## src/rtl/alu_pkg.sv

```systemverilog
// Shared encodings, FSM state and flag types for the registered branch/ALU.
// Optional multiplier is enabled by defining PIPELINED_BRANCH_ALU_MUL_EN.
package alu_pkg;

  localparam logic [2:0] OP_ADD  = 3'b000;
  localparam logic [2:0] OP_SUB  = 3'b001;
  localparam logic [2:0] OP_MOVE = 3'b010;
  localparam logic [2:0] OP_SWAP = 3'b011;
  localparam logic [2:0] OP_AND  = 3'b100;
  localparam logic [2:0] OP_OR   = 3'b101;
  localparam logic [2:0] OP_CMP  = 3'b110;
  localparam logic [2:0] OP_MUL  = 3'b111;

  localparam logic [2:0] COND_NEVER  = 3'b000;
  localparam logic [2:0] COND_ALWAYS = 3'b001;
  localparam logic [2:0] COND_EQ     = 3'b010;
  localparam logic [2:0] COND_NE     = 3'b011;
  localparam logic [2:0] COND_LT     = 3'b100;
  localparam logic [2:0] COND_GE     = 3'b101;
  localparam logic [2:0] COND_LTU    = 3'b110;
  localparam logic [2:0] COND_GEU    = 3'b111;

`ifdef PIPELINED_BRANCH_ALU_MUL_EN
  typedef enum logic [1:0] {S_IDLE = 2'd0, S_FULL = 2'd1, S_MUL = 2'd2} state_e;
`else
  typedef enum logic [1:0] {S_IDLE = 2'd0, S_FULL = 2'd1} state_e;
`endif

  typedef struct packed {
    logic zero;
    logic negative;
    logic overflow;
    logic carry;
  } flags_t;

  function automatic logic eval_cond(input logic [2:0] c, input flags_t f);
    logic taken;
    case (c)
      COND_NEVER:  taken = 1'b0;
      COND_ALWAYS: taken = 1'b1;
      COND_EQ:     taken = f.zero;
      COND_NE:     taken = !f.zero;
      COND_LT:     taken = f.negative ^ f.overflow;
      COND_GE:     taken = !(f.negative ^ f.overflow);
      COND_LTU:    taken = f.carry;
      default:     taken = !f.carry;
    endcase
    return taken;
  endfunction

endpackage

```

## src/rtl/seq_shift_add_mul.sv

```systemverilog
// Iterative unsigned shift-add multiplier: start loads operands, one partial
// product per cycle, o_done/o_product valid combinationally on the last step.
module seq_shift_add_mul #(
  parameter int WIDTH = 16
) (
  input  logic               clk,
  input  logic               rst_n,
  input  logic               i_start,
  input  logic [WIDTH-1:0]   i_a,
  input  logic [WIDTH-1:0]   i_b,
  output logic               o_done,
  output logic [2*WIDTH-1:0] o_product
);

  localparam int CW = $clog2(WIDTH);

  logic              r_run;
  logic [CW-1:0]     r_cnt;
  logic [WIDTH-1:0]  r_mcand;
  logic [2*WIDTH-1:0] r_prod;
  logic [WIDTH:0]    w_sum;
  logic [2*WIDTH-1:0] w_prod_next;

  // Upper half accumulates, lower half holds the not-yet-consumed multiplier bits.
  assign w_sum       = {1'b0, r_prod[2*WIDTH-1:WIDTH]} + (r_prod[0] ? {1'b0, r_mcand} : '0);
  assign w_prod_next = {w_sum, r_prod[WIDTH-1:1]};
  assign o_done      = r_run && (r_cnt == CW'(WIDTH - 1));
  assign o_product   = w_prod_next;

  always_ff @(posedge clk or negedge rst_n) begin
    if (!rst_n) begin
      r_run   <= 1'b0;
      r_cnt   <= '0;
      r_mcand <= '0;
      r_prod  <= '0;
    end else if (i_start) begin
      r_run   <= 1'b1;
      r_cnt   <= '0;
      r_mcand <= i_a;
      r_prod  <= {{WIDTH{1'b0}}, i_b};
    end else if (r_run) begin
      r_prod <= w_prod_next;
      r_cnt  <= r_cnt + 1'b1;
      if (o_done) r_run <= 1'b0;
    end
  end

endmodule

```

## src/rtl/pipelined_branch_alu.sv

```systemverilog
// Registered execute-stage ALU with branch decision and valid/ready handshake.
// Define PIPELINED_BRANCH_ALU_MUL_EN to turn op 111 into a multi-cycle MUL.
module pipelined_branch_alu
  import alu_pkg::*;
#(
  parameter int WIDTH = 16
) (
  input  logic               clk,
  input  logic               rst_n,
  input  logic               in_valid,
  output logic               in_ready,
  input  logic [WIDTH-1:0]   a,
  input  logic [WIDTH-1:0]   b,
  input  logic [2:0]         op,
  input  logic [2:0]         cond,
  output logic               out_valid,
  input  logic               out_ready,
  output logic [2*WIDTH-1:0] result,
  output logic               zero,
  output logic               negative,
  output logic               overflow,
  output logic               carry,
  output logic               branch_taken,
  output logic               busy,
  output state_e             dbg_state
);

  // Handshake: a transfer happens on a rising edge where valid && ready are both
  // high; a stalled output (out_valid && !out_ready) freezes every output.
  state_e             r_state, w_next, w_load_state;
  logic               w_accept, w_is_mul;
  logic [2*WIDTH-1:0] r_result;
  flags_t             r_flags, w_flags;
  logic               r_taken, w_taken;
  logic [WIDTH:0]     w_sum, w_diff;
  logic [WIDTH-1:0]   w_lo, w_hi;

  assign in_ready  = (r_state == S_IDLE) || ((r_state == S_FULL) && out_ready);
  assign w_accept  = in_valid && in_ready;
  assign out_valid = (r_state == S_FULL);
  assign result    = r_result;
  assign zero      = r_flags.zero;
  assign negative  = r_flags.negative;
  assign overflow  = r_flags.overflow;
  assign carry     = r_flags.carry;
  assign branch_taken = r_taken;
  assign dbg_state = r_state;

  assign w_sum  = {1'b0, a} + {1'b0, b};
  assign w_diff = {1'b0, a} - {1'b0, b};

  always_comb begin
    w_lo    = '0;
    w_hi    = '0;
    w_flags = '0;
    case (op)
      OP_ADD: begin
        w_lo             = w_sum[WIDTH-1:0];
        w_flags.carry    = w_sum[WIDTH];
        w_flags.overflow = (a[WIDTH-1] == b[WIDTH-1]) && (w_sum[WIDTH-1] != a[WIDTH-1]);
      end
      OP_SUB, OP_CMP: begin
        w_lo             = w_diff[WIDTH-1:0];
        w_flags.carry    = w_diff[WIDTH];
        w_flags.overflow = (a[WIDTH-1] != b[WIDTH-1]) && (w_diff[WIDTH-1] != a[WIDTH-1]);
      end
      OP_MOVE: w_lo = b;
      OP_SWAP: begin
        w_lo = b;
        w_hi = a;
      end
      OP_AND:  w_lo = a & b;
      default: w_lo = a | b;
    endcase
    w_flags.negative = w_lo[WIDTH-1];
    w_flags.zero     = (w_lo == '0);
    w_taken          = eval_cond(cond, w_flags);
  end

`ifdef PIPELINED_BRANCH_ALU_MUL_EN
  logic               w_mul_done;
  logic [2*WIDTH-1:0] w_product;
  flags_t             w_mul_flags;
  logic [2:0]         r_cond;

  assign w_is_mul = (op == OP_MUL);
  assign busy     = (r_state == S_MUL);

  always_comb begin
    w_mul_flags          = '0;
    w_mul_flags.zero     = (w_product == '0);
    w_mul_flags.negative = w_product[2*WIDTH-1];
  end

  seq_shift_add_mul #(.WIDTH(WIDTH)) u_mul (
    .clk       (clk),
    .rst_n     (rst_n),
    .i_start   (w_accept && w_is_mul),
    .i_a       (a),
    .i_b       (b),
    .o_done    (w_mul_done),
    .o_product (w_product)
  );

  // The branch condition must survive the iteration, so it is captured at accept.
  always_ff @(posedge clk or negedge rst_n) begin
    if (!rst_n) r_cond <= '0;
    else if (w_accept && w_is_mul) r_cond <= cond;
  end
`else
  assign w_is_mul = 1'b0;
  assign busy     = 1'b0;
`endif

  always_comb begin
`ifdef PIPELINED_BRANCH_ALU_MUL_EN
    w_load_state = w_is_mul ? S_MUL : S_FULL;
`else
    w_load_state = S_FULL;
`endif
    w_next = r_state;
    case (r_state)
      S_IDLE: if (w_accept) w_next = w_load_state;
      S_FULL: if (out_ready) w_next = w_accept ? w_load_state : S_IDLE;
`ifdef PIPELINED_BRANCH_ALU_MUL_EN
      S_MUL:  if (w_mul_done) w_next = S_FULL;
`endif
      default: w_next = S_IDLE;
    endcase
  end

  always_ff @(posedge clk or negedge rst_n) begin
    if (!rst_n) r_state <= S_IDLE;
    else        r_state <= w_next;
  end

  always_ff @(posedge clk or negedge rst_n) begin
    if (!rst_n) begin
      r_result <= '0;
      r_flags  <= '0;
      r_taken  <= 1'b0;
    end else if (w_accept && !w_is_mul) begin
      r_result <= {w_hi, w_lo};
      r_flags  <= w_flags;
      r_taken  <= w_taken;
    end
`ifdef PIPELINED_BRANCH_ALU_MUL_EN
    else if ((r_state == S_MUL) && w_mul_done) begin
      r_result <= w_product;
      r_flags  <= w_mul_flags;
      r_taken  <= eval_cond(r_cond, w_mul_flags);
    end
`endif
  end

endmodule

```

## config.mk

```make
export PLATFORM = sky130hd
export DESIGN_NAME = pipelined_branch_alu
export DESIGN_NICKNAME = d
export VERILOG_FILES = /design/src/rtl/alu_pkg.sv /design/src/rtl/seq_shift_add_mul.sv /design/src/rtl/pipelined_branch_alu.sv
export SDC_FILE = /design/constraint.sdc
export NUM_CORES = 1
export LEC_CHECK = 0
export CORE_MARGIN = 1
export CORE_UTILIZATION = 34
export CTS_BUF_LIST = sky130_fd_sc_hd__clkbuf_16
export DETAILED_ROUTE_END_ITERATION = 8
export HOLD_SLACK_MARGIN = 0.12
export PLACE_DENSITY_LB_ADDON = 0.12
export SLEW_MARGIN = 30
export SYNTH_ARGS = -nofsm -noshare
export SYNTH_HDL_FRONTEND = slang
export SYNTH_HIERARCHICAL = 1
export SYNTH_SLANG_ARGS = --single-unit
```

## constraint.sdc

```tcl
create_clock -name clk -period 2.2 [get_ports clk]
set_input_delay 0.33 -clock clk [delete_from_list [all_inputs] [get_ports clk]]
set_output_delay 0.33 -clock clk [all_outputs]
set_load 0.05 [all_outputs]
```

* Word-level counts from Yosys, hierarchy flattened
Index checks and enable logic that the tools add are counted.
** Cells by class
- Reduce and logical (&&, ||, !) cells :: 15
- Order comparisons :: 0
- Shift-type cells :: 0
- Mux-type cells :: 8
- Bitwise logic cells :: 3
- Div/mod/pow operators :: 0
- Multiply operators :: 0
- Equal/unequal tests :: 18
- $add $sub $neg :: 2
** Operators with widths (count)
- $pmux W16 S4 :: 1
- $add A16 B16 Y17 :: 1
- $sub A16 B16 Y17 :: 1
- $and A16 B16 Y16 :: 1
- $logic_not A16 Y1 :: 1
- $mux W16 :: 1
- $or A16 B16 Y16 :: 1
- $eq A3 B3 Y1 const B :: 5
- $eq A3 B2 Y1 const B :: 4
- $pmux W2 S2 :: 2
- $pmux W1 S7 :: 1
- $eq A3 B1 Y1 const B :: 2
- $logic_not A3 Y1 :: 2
- $logic_and A1 B1 Y1 :: 4
- $mux W2 :: 2
- $reduce_or A2 Y1 :: 2
- $logic_not A1 Y1 :: 3
- $ne A1 B1 Y1 :: 3
- $eq A2 B1 Y1 const B :: 1
- $logic_not A2 Y1 :: 1
- $ne A2 B1 Y1 const B :: 1
- $ne A2 B2 Y1 const B :: 1
- $reduce_and A2 Y1 :: 1
- $eq A1 B1 Y1 :: 1
- other kinds (3) :: 3
** Storage, ports and cells
- RAM bits :: 0
- Bits in latches :: 0
- ROM bits :: 0
- Flip-flop bits (word level) :: 39
- Input bits :: 42
- Word-level logic and storage cells :: 53
- Memories kept :: 0

* Longest topological paths before layout
- Depth after elaboration :: 7
- Depth in mapped cells :: 14
- Gate-level depth less buffers :: 14

* Least setup slack after synthesis
No wires, ideal clock.
- Kind :: input to register
- From :: input a[0]
- To :: register r_taken, in the netlist branch_taken
- Slack :: -0.999 ns
- Setup time :: 0.095 ns
- Path buffers :: 0
- Arrival time :: 3.103 ns
- Stages :: 13
- Data required time :: 2.105 ns
- Cells stage by stage :: ha_1 inv_1 fa_1 nand2b_1 a211oi_2 or3_1 a21oi_1 o31a_1 or4_4 nor4b_4 nand3_2 o22a_1 o31ai_1
** Between the ends
- Longest elaborated chain between the ends :: 7
- Elaborated cells on any way between the ends :: 16
- Classes of those cells :: add/sub (2); eq/ne (2); mux (3); bitwise (3); reduce/logical (6)
** Ends and longest elaborated chain
- from (decl) :: RTL line pipelined_branch_alu.sv:12 : input logic [WIDTH-1:0] a,
- $sub A16 B16 Y17 or $add A16 B16 Y17 (tied branches) :: RTL line pipelined_branch_alu.sv:50, pipelined_branch_alu.sv:49
- $ne A1 B1 Y1 (on tied branches) :: RTL line pipelined_branch_alu.sv:65, pipelined_branch_alu.sv:60
- $logic_and A1 B1 Y1 (on tied branches) :: RTL line pipelined_branch_alu.sv:65, pipelined_branch_alu.sv:60
- $pmux W2 S2 :: RTL line pipelined_branch_alu.sv:56 : case (op)
- $xor A1 B1 Y1 :: RTL line alu_pkg.sv:43, alu_pkg.sv:44
- $logic_not A1 Y1 :: RTL line alu_pkg.sv:44 : COND_GE: taken = !(f.negative ^ f.overflow);
- $pmux W1 S7 * :: RTL line alu_pkg.sv:38 : case (c)
- to (signal assigned) :: RTL line pipelined_branch_alu.sv:145 : r_taken <= w_taken;
- to (decl) :: RTL line pipelined_branch_alu.sv:34 : logic r_taken, w_taken;
Mark *: on every way between the ends. The rest lies on a longest branch, timed or not.
A chain may end at the register's enable or synchronous reset.

* Worst setup path in the final report
Same ends and word-level chain as after synthesis.

==> flow_summary.ini <==
[clock_tree]
htreeDepth = 2
clock_latency_ps = 280
clockRootBuffer = clkbuf_16
numCtsBuffers = 5
hold_buffers = 0
cts_tree = built
cts.sinks = 37
cts_buffer_depth = 2
clkTransAtPathRegs_ps = 60

[setup_path]
cp-start-kind = primary input
cp_max_fo = 3
critPathRequiredTime_ps = 2390
setup.worst_path.class = in2reg
cp.arrival_ps = 3280
endpoint_kind = flop

[floorplanning]
start_util = 0.354
dieArea_mm2 = 0.0131
core_mm2 = 0.0122
die_h_um = 115
die_w_um = 115
fp-row-count = 40
io_pins = 84

[cells_and_area]
diodes = 0
ff_latch_area_um2 = 926
layout-drive-gt1-share = 0.535
multi_input_area_mm2 = 0.00402
area_growth_pct = 92.5
nFillCells = 975
nets = 941

[timing]
worst_slack_ps = -893
fmax_mhz = 323
fin_skew_ps = 3.32
rsz0062_at_grt = yes
slew_viol_final = 0
max_slew_margin = 0.461
tns_ps = -3750
final_hold_viol_count = 0
finalSetupViolations = 11
period_share = 1.41
tightest_slew_ps = 809
period_needed_ps = 3090

[synthesis]
synth.distinct_cells = 71
avgSynthCellArea_um2 = 7.88
ys_seq_area_frac = 0.215
yosysWarnings = 6
ys_dominant_reg_cell = dfrtp_1
syn_inst = 547
synth_area_mm2 = 0.00431
async_flop_share = 1.00
yosys.area.top_type = dfrtp_1
synth_top_area_share = 0.215
ys_top_cells_by_area = dfrtp_1, ha_1, a21oi_1, inv_1, nand2_1
synth_edf_count = 0
ys_ff_latch = 37

[detailed_routing]
drc = 0
drt_iter0_markers = 320
wire_per_inst_um = 18.5
drtAntennaViolNets = 0
viasPerCell = 5.39
drtPass1Iterations = 5
drt-total-wl_um = 18700
vias = 5473

[placed_design]
portBuffers = 81
gp_congestion = 0.948
dp_worst_setup_slack_ps = -1670
hpwl_um = 14200

[global_route]
grt_usage = 0.289
grt_max_degree = 38
grt_overflow = 0
grt_pass1_wl_um = 29400
antenna_found_initial = 0
grt_pass1_vias = 5549

[pwr]
power_density_mw_per_mm2 = 500
ir_drop_mv = 0.421
p_leak_nw = 3.69
total_power_mw = 4.15

[min_path]
min_path_type = in2async

[status]
status = finished with violations
violations = setup timing

[flow_run]
drv_cap = 0
## kinds of logic (layout without fill, tap and decap cells)
group | Yosys count | count (layout) | share of synthesized area
AO/OA/AOI/OAI | 188 | 188 | 0.312
multiplexers | 12 | 12 | 0.0305
AND/OR/NAND/NOR | 168 | 168 | 0.202
flip-flops | 37 | 37 | 0.215
adder cells (fa/ha/maj) | 53 | 53 | 0.157
buffers and inverters | 88 | 387 | 0.0821
other | 1 | 2 | 0.000870
## synthesized netlist by cell type (4+ instances only)
master,number
o31ai_1,9
a21oi_1,41
o2111ai_1,5
mux2_2,9
nand4_1,6
nor3b_1,4
a22o_1,17
dfrtp_1,37
a2bb2oi_1,4
nand2_1,49
a211oi_1,6
clkbuf_1,21
nor2_1,37
inv_1,54
o21ai_0,36
nor3_1,10
nor4_1,5
a31oi_1,5
nor2b_1,11
buf_4,4
nand3_1,13
ha_1,51
nand2b_1,7
buf_2,7
o211ai_1,8
o31a_1,5
a21boi_0,4
a221oi_1,6
a21o_1,6
o221ai_1,5
## flip-flops by register name (all words and copies together) (netlist names)
name / cells
overflow: 1
result: 32
zero: 1
dbg_state: 1
branch_taken: 1
carry: 1
## what timing repair did
action / 4_1_cts / 5_1_grt
endpoints found under the setup margin: 18 / 16
pin swaps: 99 / 49
setup buffers: 55 / 9
gates resized for setup: 309 / 56
## report_power, final
group	internal, mW	total [mW]	switching [mW]
clock network	0.653	0.939	0.286
registers	0.768	0.821	0.0528
logic	1.11	2.39	1.28
total	2.53	4.15	1.62
## worst max-delay path, cell delays in order
cell	delay [ps]
buf_8	100
inv_4	50
ha_4	130
inv_2	40
fa_2	360
buf_6	140
buf_4	130
a221oi_1	270
o221a_2	260
nand3_1	90
or4_4	560
nor4b_4	320
nand3_2	110
o22a_1	170
o31ai_1	210
## routing by layer
layer  global-route usage  wire length (um)  vias to the layer above
met5                    0                 0                        -
met1                0.390              8650                     2648
met4                0.109               456                        0
li1                     -                 -                     2595
met2                0.477              8710                      195
met3               0.0265               914                       35
## placed cells by master, fill, tap and decap left out, drive strengths merged, types with 6 or more instances in the layout
| cell | count |
|---|---|
| a211oi | 7 |
| o31ai | 9 |
| nor2 | 38 |
| inv | 56 |
| buf | 264 |
| nand3 | 14 |
| o21ai | 37 |
| nand2 | 49 |
| a22o | 17 |
| nand4 | 6 |
| nand2b | 8 |
| mux2 | 9 |
| o211ai | 9 |
| clkdlybuf4s50 | 48 |
| nor3 | 11 |
| a221oi | 7 |
| ha | 51 |
| a21o | 6 |
| a21oi | 41 |
| clkbuf | 8 |
| nor2b | 11 |
| dfrtp | 37 |
## metrics by stage
step | cell area, um2 | std cells | util | hold slack, ps
2_1_floorplan | 4420 | 548 | - | 34.4
3_3_place_gp | 6750 | 959 | 0.555 | 451
3_5_place_dp | 6750 | 959 | 0.555 | 456
4_1_cts | 8110 | 1015 | 0.667 | 145
5_1_grt | 8300 | 1015 | 0.682 | 199
6_report | 8300 | 1015 | 0.682 | 133
## cell type report
class                      count  area share
timing repair buffer         324       0.329
clock inverter                 3     0.00830
sequential                    37       0.112
tap                          168      0.0253
multi-input combinational    423       0.484
inverter                      55      0.0261
clock buffer                   5      0.0151
## final timing paths
kind	from	end	slack, ps	cells after the start
setup reg to reg	dbg_state[0]$_DFFE_PN0P_	result[16]$_DFFE_PN0P_	780	5
min in group clk	a[0]	result[16]$_DFFE_PN0P_	280	2
hold / removal	rst_n	result[4]$_DFFE_PN0P_	130	1
setup / recovery	a[0]	branch_taken$_DFFE_PN0P_	-890	15
max in group asynchronous	rst_n	result[28]$_DFFE_PN0P_	1550	1
hold reg to reg	result[2]$_DFFE_PN0P_	result[2]$_DFFE_PN0P_	470	2
Power figures use the tool's default switching activity.
